[config.mk]
export PLATFORM = sky130hd
export DESIGN_NAME = bridge_rx_sink
export DESIGN_NICKNAME = d
export VERILOG_FILES = /design/src/rtl/bridge_rx_pkg.sv /design/src/rtl/bridge_rx_fifo.sv /design/src/rtl/bridge_rx_sink.sv
export SDC_FILE = /design/constraint.sdc
export NUM_CORES = 1
export LEC_CHECK = 0
export BUFFER_PORTS_ARGS = -buffer_cell sky130_fd_sc_hd__buf_4
export CAP_MARGIN = 20
export CORE_ASPECT_RATIO = 0.8
export CORE_MARGIN = 4
export CORE_UTILIZATION = 30
export DETAILED_ROUTE_END_ITERATION = 10
export PLACE_DENSITY_LB_ADDON = 0.08
export SYNTH_ARGS = -nofsm -noshare
export SYNTH_HDL_FRONTEND = slang
export SYNTH_SLANG_ARGS = --single-unit
[constraint.sdc]
create_clock -name clk2 -period 4.65 [get_ports clk2]
set_clock_uncertainty 0.1 [all_clocks]
set_input_delay 0.93 -clock clk2 [delete_from_list [all_inputs] [get_ports clk2]]
set_output_delay 0.93 -clock clk2 [all_outputs]
set_load 0.02 [all_outputs]
[src/rtl/bridge_rx_pkg.sv]
// bridge_rx_pkg: shared state type, default parameters and width helper for the bridge receive sink
package bridge_rx_pkg;
  typedef enum logic {IDLE, ACK} rx_state_t;
  localparam int DW_DEF = 8;
  localparam int DEPTH_DEF = 4;
  localparam int TIMEOUT_DEF = 64;
  function automatic int lvl_w(input int depth);
    return $clog2(depth + 1);
  endfunction
endpackage

[src/rtl/bridge_rx_fifo.sv]
// bridge_rx_fifo: synchronous first-word-fall-through FIFO with occupancy level
module bridge_rx_fifo import bridge_rx_pkg::*; #(
  parameter int DW = DW_DEF,
  parameter int DEPTH = DEPTH_DEF,
  localparam int LW = lvl_w(DEPTH),
  localparam int AW = $clog2(DEPTH)
) (
  input  logic          clk,
  input  logic          rst,
  input  logic          push,
  input  logic          pop,
  input  logic [DW-1:0] din,
  output logic [DW-1:0] dout,
  output logic          valid,
  output logic [LW-1:0] level
);
  logic [DW-1:0] mem [DEPTH];
  logic [AW-1:0] wr_ptr, rd_ptr;
  logic do_push, do_pop;
  assign valid   = level != '0;
  assign do_pop  = pop && valid;
  assign do_push = push && level != LW'(DEPTH);
  assign dout    = mem[rd_ptr];
  // pointers are exactly log2(DEPTH) bits, so they wrap without compare logic
  always_ff @(posedge clk)
    if (rst) begin
      wr_ptr <= '0;
      rd_ptr <= '0;
      level  <= '0;
      for (int i = 0; i < DEPTH; i++) mem[i] <= '0;
    end else begin
      if (do_push) begin
        mem[wr_ptr] <= din;
        wr_ptr      <= wr_ptr + 1'b1;
      end
      if (do_pop) rd_ptr <= rd_ptr + 1'b1;
      level <= level + LW'(do_push) - LW'(do_pop);
    end
endmodule

[src/rtl/bridge_rx_sink.sv]
// bridge_rx_sink: receive-side 4-phase accept FSM feeding a FWFT FIFO on a valid/ready stream.
// Optional ACK timeout with sticky timeout_err when RX_SINK_TIMEOUT_EN is defined.
module bridge_rx_sink import bridge_rx_pkg::*; #(
  parameter int DW = DW_DEF,
  parameter int DEPTH = DEPTH_DEF,
  parameter int TIMEOUT = TIMEOUT_DEF,
  localparam int LW = lvl_w(DEPTH)
) (
  input  logic          clk2,
  input  logic          rst,
  input  logic          do_rdy_in,
  input  logic [DW-1:0] data_in,
  output logic          do_acpt_out,
  output logic          m_valid,
  input  logic          m_ready,
  output logic [DW-1:0] m_data,
`ifdef RX_SINK_TIMEOUT_EN
  output logic          timeout_err,
`endif
  output logic [LW-1:0] fifo_level
);
  if (DEPTH < 2 || (DEPTH & (DEPTH - 1)) != 0 || TIMEOUT < 1) begin : g_bad_params
    $error("bridge_rx_sink: DEPTH must be a power of two >= 2 and TIMEOUT >= 1");
  end
  rx_state_t state;
  logic full, cap, pop, blocked;
  assign full = fifo_level == LW'(DEPTH);
  assign cap  = state == IDLE && do_rdy_in && !full && !blocked;
  assign pop  = m_valid && m_ready;
`ifdef RX_SINK_TIMEOUT_EN
  localparam int CW = $clog2(TIMEOUT + 1);
  logic [CW-1:0] cnt;
  logic wait_low;
  assign blocked = wait_low;
  // after a timeout the same ready episode must not be captured again
  always_ff @(posedge clk2)
    if (rst) begin
      state       <= IDLE;
      do_acpt_out <= 1'b0;
      cnt         <= '0;
      wait_low    <= 1'b0;
      timeout_err <= 1'b0;
    end else begin
      if (!do_rdy_in) wait_low <= 1'b0;
      if (state == IDLE) begin
        if (cap) begin
          state       <= ACK;
          do_acpt_out <= 1'b1;
          cnt         <= '0;
        end
      end else if (!do_rdy_in) begin
        state       <= IDLE;
        do_acpt_out <= 1'b0;
      end else if (cnt == CW'(TIMEOUT - 1)) begin
        state       <= IDLE;
        do_acpt_out <= 1'b0;
        timeout_err <= 1'b1;
        wait_low    <= 1'b1;
      end else begin
        cnt <= cnt + 1'b1;
      end
    end
`else
  assign blocked = 1'b0;
  always_ff @(posedge clk2)
    if (rst) begin
      state       <= IDLE;
      do_acpt_out <= 1'b0;
    end else if (state == IDLE) begin
      if (cap) begin
        state       <= ACK;
        do_acpt_out <= 1'b1;
      end
    end else if (!do_rdy_in) begin
      state       <= IDLE;
      do_acpt_out <= 1'b0;
    end
`endif
  bridge_rx_fifo #(.DW(DW), .DEPTH(DEPTH)) u_fifo (
    .clk(clk2),
    .rst(rst),
    .push(cap),
    .pop(pop),
    .din(data_in),
    .dout(m_data),
    .valid(m_valid),
    .level(fifo_level)
  );
endmodule

==> results.json, run 1 <==
{
  "first_iter_violations": 44,
  "synth-adder-area-share": 0.0232,
  "multi_input_area_um2": 696,
  "layout.nets": 171,
  "pin_count": 25,
  "ys_seq_area_frac": 0.607,
  "synth-xor-area-share": 0.0135,
  "hold_violations": 0,
  "synth.distinct_cells": 33,
  "place_hpwl_um": 2540,
  "synth-seq-cells": 43,
  "max-cap-violations": 0,
  "hp-start": "u_fifo.rd_ptr[1]",
  "place_congestion": 0.692,
  "ant_nets": 0,
  "path_class": "flop to primary output",
  "register_area_um2": 1180,
  "final.setup.worst_slack_ns": 1.84,
  "vdd_drop_max_v": 0.000144,
  "totalWireLength_um": 3940,
  "fmax_ghz": 0.356,
  "vias": 1124,
  "cpPeakStageDelay_ns": 0.70,
  "drc": 0,
  "die_area_um2": 7850,
  "dp_slack_ns": 1.93,
  "leakagePower_nw": 0.967,
  "grt-ovfl-total": 0,
  "cp_slowest_cell": "dfxtp_1",
  "fillers": 609,
  "clockBufferDepth": 2,
  "critPathRequiredTime_ns": 3.62,
  "timing.final.crit_share": 0.603,
  "setup-tns-final_ns": 0,
  "hold_class": "flop to flop",
  "clkTransAtPathRegs_ns": 0.08,
  "cts-root-buf": "clkbuf_8",
  "drive_gt1_frac": 0.325,
  "synth_compound_area_frac": 0.0424,
  "status": "complete, no violations",
  "path_cells": "mux4_2, buf_4",
  "cp.arrival_ns": 1.78,
  "tightestPinTransition_ns": 0.761,
  "grt_max_degree": 34,
  "setup_viol": 0,
  "die_height_um": 80.0,
  "p_per_area_nw_per_um2": 531,
  "netlist_instances": 131,
  "rsz0062_at_grt": "no",
  "instances_no_fill": 238,
  "critical_path.max_fanout": 8,
  "cts_buffers": 5,
  "yosys.area_share.simple": 0.178,
  "post_drt_wl_per_cell_um": 16.6,
  "synthMuxAreaShare": 0.100,
  "cp-end-kind": "primary output",
  "tritoncts": "built",
  "max_slew_margin": 0.491,
  "htreeDepth": 2,
  "coreArea_um2": 6100,
  "fin_hold_ws_ns": 0.437,
  "clk_latency_ns": 0.29,
  "dp_cells": 229,
  "cp_top_family": "flip-flops",
  "rows": 25,
  "viasPerCell": 4.72,
  "grt_pass1_vias": 1153,
  "syn_to_final_growth_pct": 19.0,
  "grtUsageTotal": 0.106,
  "antenna_found_initial": 0,
  "crit_buf_inv": 1,
  "hold_buffers": 0,
  "syn-cell-area_um2": 1950,
  "start_kind": "flop",
  "synth.yosys.warnings": 0,
  "diodes": 0,
  "r2r-start": "u_fifo.level[1]",
  "avgSynthCellArea_um2": 14.9,
  "grt_first_pass_wirelength_um": 6200,
  "slew_violations": 0,
  "fin_crit_ns": 2.81,
  "cts_resized": 0,
  "synth_top_family_by_area": "simple AND/OR/NAND/NOR gates",
  "chipWidth_um": 98.0,
  "start_util": 0.319,
  "firstDrtPassIters": 4,
  "io_buffers": 24,
  "post_cts_buffers": 0,
  "synth_fp_nets": 146,
  "clock_sinks": 43
}
==> synth_stat cells <==
cell type / instances / share of area
nor2_1: 7 / 0.014
inv_1: 5 / 0.0096
xnor2_1: 1 / 0.0045
fa_1: 1 / 0.010
nor3_4: 1 / 0.0084
o21ba_2: 1 / 0.0051
edfxtp_1: 32 / 0.49
ha_1: 2 / 0.013
dfxtp_1: 11 / 0.11
nor4_4: 1 / 0.011
and2_2: 1 / 0.0039
nor4b_1: 1 / 0.0045
clkbuf_1: 2 / 0.0039
mux4_2: 8 / 0.093
buf_1: 1 / 0.0019
nor2b_1: 4 / 0.013
a211oi_1: 1 / 0.0039
xor2_1: 2 / 0.0090
and2_1: 8 / 0.026
o311ai_0: 1 / 0.0045
a21o_1: 4 / 0.015
a21boi_0: 1 / 0.0039
buf_6: 3 / 0.017
and3_1: 21 / 0.068
nor3_1: 1 / 0.0026
or3_2: 1 / 0.0039
o31a_2: 1 / 0.0051
o2bb2ai_1: 1 / 0.0045
mux2_4: 1 / 0.0077
nor3b_4: 1 / 0.0096
buf_2: 1 / 0.0026
nand2b_1: 1 / 0.0032
and3_2: 3 / 0.012
==> cells in the final DEF, fill, tap and decap left out, drive strengths merged, types with 2 or more instances in the layout <==
| cell type | synthesis | layout |
|---|---|---|
| edfxtp | 32 | 32 |
| buf | 5 | 25 |
| and3 | 24 | 24 |
| dfxtp | 11 | 11 |
| and2 | 9 | 9 |
| mux4 | 8 | 8 |
| nor2 | 7 | 7 |
| clkbuf | 2 | 7 |
| inv | 5 | 5 |
| a21o | 4 | 4 |
| nor2b | 4 | 4 |
| xor2 | 2 | 2 |
| ha | 2 | 2 |
| nor3 | 2 | 2 |
==> per-stage QoR <==
stage / power, mW / cell area, um^2 / utilization
floorplan: 0.789 / 1950 / -
global placement: 0.919 / 2180 / 0.357
detailed placement: 0.921 / 2180 / 0.357
CTS: 1.24 / 2300 / 0.378
global route: 1.30 / 2320 / 0.380
finish: 1.23 / 2320 / 0.380
==> worst paths after layout <==
| path | cells past startpoint | to | slack [ns] |
|---|---|---|---|
| setup / recovery | 2 | m_data[5] | 1.84 |
| setup reg to reg | 9 | u_fifo.level[2] | 2.32 |
| hold / removal | 2 | u_fifo.rd_ptr[1] | 0.44 |
| hold reg to reg | 2 | u_fifo.rd_ptr[1] | 0.44 |
==> worst min-delay path, cell delays in order, from the launching register on <==
cell and delay (ns):
dfxtp_1 0.33, xor2_1 0.07, nor2_1 0.10
==> sequential cells by signal (all words and copies together) (netlist names), named ones only <==
register / count
do_acpt_out: 1
state: 1
u_fifo.level: 3
u_fifo.mem: 32
u_fifo.rd_ptr: 2
u_fifo.wr_ptr: 2
==> cell type report <==
| cell class | count | area share |
|---|---|---|
| tap | 81 | 0.0438 |
| multi-input combinational | 76 | 0.300 |
| clock buffer | 7 | 0.0421 |
| clock inverter | 1 | 0.0130 |
| sequential | 43 | 0.510 |
| timing repair buffer | 25 | 0.0827 |
| inverter | 5 | 0.00810 |
==> per-layer routing <==
| layer | GRT usage | wire (um) |
|---|---|---|
| met5 | 0 | 0 |
| met2 | 0.168 | 1780 |
| met1 | 0.139 | 1940 |
| met3 | 0.0297 | 160 |
| met4 | 0.0415 | 57 |
==> power by group <==
part	switching (mW)	internal, mW
Clock	0.130	0.193
Sequential	0.0623	0.476
Combinational	0.188	0.181
==> logic make-up (layout without fill, tap and decap cells) <==
group,count (synthesis),count (layout)
xor gates and xnor gates,3,3
and+or+nand+nor,51,51
DFF,43,43
AOI/OAI and AO/OA,10,10
buffers and inverters,12,38
adders and majority gates,3,3
muxes,9,9
(Power assumes the default switching activity.)
==> run 2: changes to the inputs <==
==> constraint.sdc (replaced) <==
create_clock -name clk2 -period 2.78 [get_ports clk2]
set_clock_uncertainty 0.1 [all_clocks]
set_input_delay 0.556 -clock clk2 [delete_from_list [all_inputs] [get_ports clk2]]
set_output_delay 0.556 -clock clk2 [all_outputs]
set_load 0.02 [all_outputs]
==> run 2 against run 1 <==
  * Hold slack got worse by 0.00079 ns
  * Combinational power rose by 84%
  * Sequential share of layout area is 0.36 points higher
  * Routed wire length up 0.10%
  * Via count up 2.1%
  * Non-clock buffer count grew 4
  * Global-route usage is essentially flat
  * Worst setup slack got worse by 1.4 ns
  * Register-to-register slack lost 1.9 ns
  * Clock-buffer cell count down 1
  * First-iteration DRC count rose by 4.5%
  * Core utilization is 0.27 points lower
  * Critical path type is now flop to flop
  * Highest routed layer unchanged
==> results.json, run 2 (synthesis results as in run 1) <==
{
  "status": "complete, no violations",
  "hold_buffers": 0,
  "cts_resized": 0,
  "top_regs": "u_fifo.mem x32, u_fifo.level x3",
  "chipWidth_um": 98.0,
  "fmax_ghz": 0.422,
  "max_slew_margin": 0.678,
  "fillers": 608,
  "vdd_drop_max_v": 0.000224,
  "grt_max_degree": 34,
  "cp.arrival_ns": 2.49,
  "start_kind": "flop",
  "post_cts_buffers": 0,
  "hold_class": "flop to flop",
  "layout.nets": 175,
  "final_common_cell": "edfxtp_1",
  "drc": 0,
  "total_power_mw": 1.94,
  "io_buffers": 24,
  "rsz0062_at_grt": "no",
  "fin_crit_ns": 2.37,
  "clockBufferDepth": 2,
  "totalWireLength_um": 3950,
  "rows": 25,
  "clk_latency_ns": 0.29,
  "hp-start": "u_fifo.rd_ptr[1]",
  "tritoncts": "built",
  "die_area_um2": 7850,
  "grt_first_pass_wirelength_um": 6210,
  "clkTransAtPathRegs_ns": 0.08,
  "clock_sinks": 43,
  "path_class": "flop to flop",
  "antenna_found_initial": 0,
  "use_met1": 0.144,
  "critPathRequiredTime_ns": 2.90,
  "cp-end-kind": "flop",
  "grt_pass1_vias": 1164,
  "die_height_um": 80.0,
  "max-cap-violations": 0,
  "worstReg2RegEnd": "u_fifo.level[2]",
  "viasPerCell": 4.74,
  "vias": 1148,
  "start_util": 0.319,
  "use_met3": 0.0323,
  "firstDrtPassIters": 4,
  "setup_viol": 0,
  "largest_register": "u_fifo.mem",
  "coreArea_um2": 6100,
  "timing.final.crit_share": 0.852,
  "syn_to_final_growth_pct": 18.2,
  "htreeDepth": 2,
  "whs_path_depth": 2,
  "reg2regPathDepth": 9,
  "post_dp_cell_area_um2": 2210,
  "first_iter_violations": 46,
  "place_congestion": 0.697,
  "drive_gt1_frac": 0.342,
  "slew_violations": 0,
  "dp_slack_ns": 0.426,
  "layout_common_cells": "edfxtp_1, buf_4, and3_1, dfxtp_1",
  "post_drt_wl_per_cell_um": 16.3,
  "whs_endpoint": "u_fifo.rd_ptr[1]",
  "tightestPinTransition_ns": 0.483,
  "cts-root-buf": "clkbuf_8",
  "diodes": 0,
  "critical_path.max_fanout": 8,
  "grt.busiest_layer": "met2",
  "grt-ovfl-total": 0,
  "grt_util_met2": 0.163,
  "fin_area_um2": 2300,
  "setup-tns-final_ns": 0,
  "ant_nets": 0,
  "reg2reg_slack_ns": 0.41,
  "leakagePower_nw": 0.964,
  "r2r-start": "u_fifo.level[1]",
  "grtUsageTotal": 0.106,
  "p_per_area_nw_per_um2": 843,
  "hold_violations": 0,
  "cts_buffers": 5,
  "final.setup.worst_slack_ns": 0.411,
  "pin_count": 25,
  "largest_reg_flops": 32
}
## run 2: critical path, cell delays in order, from the launching register on
cell and delay [ns]:
dfxtp_1 0.42, o31a_2 0.41, ha_1 0.28, inv_1 0.06, ha_1 0.14, inv_1 0.05, fa_1 0.37, xor2_1 0.16
and2_2 0.20, nor3_1 0.11
## run 2: worst max-delay path by stage
stage,from,endpoint,slack (ns),cells past startpoint
after global routing,u_fifo.level[1],u_fifo.level[2],0.30,9
final,u_fifo.level[1],u_fifo.level[2],0.41,9
after CTS,u_fifo.level[1],u_fifo.level[2],0.40,9
after detailed placement,m_ready,u_fifo.level[2],0.43,10
after global placement,m_ready,u_fifo.level[2],0.50,10
after floorplan,u_fifo.level[1],u_fifo.level[2],0.48,9
## run 2: layout make-up
type | instances | area, um^2 | area share
flip-flops and latches | 43 | 1180 | 0.514
multi-input cells | 76 | 696 | 0.303
repair buffers | 29 | 218 | 0.0947
well taps | 81 | 101 | 0.0441
clock buffers | 6 | 72.6 | 0.0316
inverters | 5 | 18.8 | 0.00816
clock inverters | 2 | 12.5 | 0.00544
## run 2: routing by layer
| layer | wire (um) | vias to the layer above |
|---|---|---|
| met1 | 1940 | 573 |
| li1 | - | 552 |
| met5 | 0 | - |
| met4 | 21 | 0 |
| met2 | 1780 | 21 |
| met3 | 196 | 2 |
## run 2: per-stage QoR
| stage | std cells | util | hold slack (ns) |
|---|---|---|---|
| 3_3_place_gp | 234 | 0.363 | 0.416 |
| 2_1_floorplan | 131 | - | 0.385 |
| 6_report | 242 | 0.377 | 0.436 |
| 3_5_place_dp | 234 | 0.363 | 0.412 |
| 4_1_cts | 242 | 0.377 | 0.439 |
| 5_1_grt | 242 | 0.377 | 0.453 |
## run 2: report_power, final
group          internal [mW]  switching, mW  leakage [nW]  total (mW)
Sequential             0.796         0.0745         0.424       0.870
Combinational          0.326          0.352         0.498       0.678
Clock                  0.176          0.214        0.0412       0.390
==> run 3: changes to the inputs <==
--- a/config.mk
+++ b/config.mk
@@ -5,12 +5,12 @@
 export SDC_FILE = /design/constraint.sdc
 export NUM_CORES = 1
 export LEC_CHECK = 0
-export BUFFER_PORTS_ARGS = -buffer_cell sky130_fd_sc_hd__buf_4
 export CAP_MARGIN = 20
 export CORE_ASPECT_RATIO = 0.8
 export CORE_MARGIN = 4
 export CORE_UTILIZATION = 30
 export DETAILED_ROUTE_END_ITERATION = 10
+export DONT_BUFFER_PORTS = 1
 export PLACE_DENSITY_LB_ADDON = 0.08
 export SYNTH_ARGS = -nofsm -noshare
 export SYNTH_HDL_FRONTEND = slang
==> run 3 against run 2 <==
  * Routed wire length grew 0.25%
  * Hold slack lost 0.21 ns
  * Design area shrank 6.7%
  * Clock-buffer cell count is the same
  * Core utilization shrank 2.5 points
  * Largest cell class unchanged
  * Largest power group unchanged
==> results.json, run 3 (synthesis results as in run 1) <==
{
  "firstDrtPassIters": 4,
  "place_hpwl_um": 2660,
  "clkTransAtPathRegs_ns": 0.08,
  "reg2regPathDepth": 9,
  "grt_max_degree": 34,
  "timing.final.crit_share": 0.875,
  "status": "complete, no violations",
  "critical_path.max_fanout": 8,
  "diodes": 0,
  "start_util": 0.319,
  "fin_area_um2": 2140,
  "path_depth": 9,
  "cp_slowest_cell": "dfxtp_1",
  "cp-end-kind": "flop",
  "post_cts_buffers": 0,
  "viasPerCell": 4.78,
  "vdd_drop_max_v": 0.000183,
  "final_common_cell": "edfxtp_1",
  "tritoncts": "built",
  "layout.nets": 150,
  "top_regs": "u_fifo.mem x32, u_fifo.level x3",
  "max_slew_margin": 0.603,
  "slew_violations": 0,
  "antenna_found_initial": 0,
  "first_iter_violations": 43,
  "drive_gt1_frac": 0.228,
  "hold_class": "input port to flop",
  "die_area_um2": 7850,
  "die_height_um": 80.0,
  "reg2reg_slack_ns": 0.35,
  "grt-ovfl-total": 0,
  "largest_reg_flops": 32,
  "p_per_area_nw_per_um2": 892,
  "grt_first_pass_wirelength_um": 6380,
  "crit_buf_inv": 2,
  "start_kind": "flop",
  "fmax_ghz": 0.411,
  "hold_buffers": 0,
  "totalWireLength_um": 3960,
  "setup_viol": 0,
  "coreArea_um2": 6100,
  "rsz0062_at_grt": "no",
  "place_congestion": 0.679,
  "chipWidth_um": 98.0,
  "rows": 25,
  "grtUsageTotal": 0.109,
  "fin_crit_ns": 2.43,
  "drc": 0,
  "hold_violations": 0,
  "tightestPinTransition_ns": 0.595,
  "cp.arrival_ns": 2.55,
  "path_class": "flop to flop",
  "cts-root-buf": "clkbuf_8",
  "io_buffers": 0,
  "cts_buffers": 5,
  "path_cells": "o31a_2, ha_1, inv_1, ha_1, inv_1, fa_1, xor2_1, and2_2, nor3_1",
  "largest_register": "u_fifo.mem",
  "syn_to_final_growth_pct": 10.2,
  "clockBufferDepth": 2,
  "final_core_util": 0.352,
  "vias": 1038,
  "layout_common_cells": "edfxtp_1, and3_1, dfxtp_1, mux4_2, and2_1",
  "clk_latency_ns": 0.29,
  "critPathRequiredTime_ns": 2.90,
  "leakagePower_nw": 0.860,
  "cts_resized": 0,
  "grt_pass1_vias": 1143,
  "cpPeakStageDelay_ns": 0.47,
  "ant_nets": 0,
  "post_dp_cell_area_um2": 2030,
  "clock_sinks": 43,
  "htreeDepth": 2,
  "setup-tns-final_ns": 0,
  "pin_count": 25,
  "cp_top_family": "adder cells",
  "post_drt_wl_per_cell_um": 18.2,
  "max-cap-violations": 0,
  "whs_path_depth": 1
}
-- run 3: changes by cell type in the layout (fill, tap and decap cells not counted), sizes merged --
| cell | previous run | this run |
|---|---|---|
| bufinv | 0 | 1 |
| buf | 29 | 4 |
| clkinvlp | 1 | 0 |
-- run 3: report_power, final --
part	internal, mW	switching [mW]	total [mW]
logic	0.215	0.266	0.481
registers	0.796	0.130	0.926
clock network	0.291	0.215	0.506
-- run 3: metrics by stage --
step	std cells	hold WS, ns	setup WS [ns]	power (mW)
2_1_floorplan	131	0.385	0.481	1.32
3_3_place_gp	209	0.410	0.423	1.42
3_5_place_dp	209	0.419	0.327	1.43
4_1_cts	217	0.215	0.328	1.94
5_1_grt	217	0.208	0.218	2.02
6_report	217	0.226	0.348	1.91
-- run 3: worst reg2reg max path, cell delays in order, from the launching register on --
cell	delay [ns]
dfxtp_1	0.47
o31a_2	0.43
ha_1	0.27
inv_1	0.05
ha_1	0.12
inv_1	0.05
fa_1	0.37
xor2_1	0.17
and2_2	0.21
nor3_1	0.11
-- run 3: metal layers --
layer  global-route usage  share of wire
met3               0.0402          0.078
met2                0.173           0.47
met5                    0              0
met4               0.0290         0.0040
met1                0.140           0.45
-- run 3: area by class of cell --
| type | count | area [um^2] |
|---|---|---|
| Clock inverter | 2 | 35.0 |
| Clock buffer | 6 | 82.6 |
| Inverter | 5 | 18.8 |
| Multi-Input combinational cell | 76 | 696 |
| Tap cell | 81 | 101 |
| Fill cell | 606 | 3960 |
| Sequential cell | 43 | 1180 |
| Timing Repair Buffer | 4 | 30.0 |
-- run 3: path summary, 6_finish.rpt --
kind,start,end
max,u_fifo.level[1],u_fifo.level[2]
min,rst,u_fifo.level[1]
max reg2reg,u_fifo.level[1],u_fifo.level[2]
min reg2reg,u_fifo.wr_ptr[1],u_fifo.wr_ptr[1]
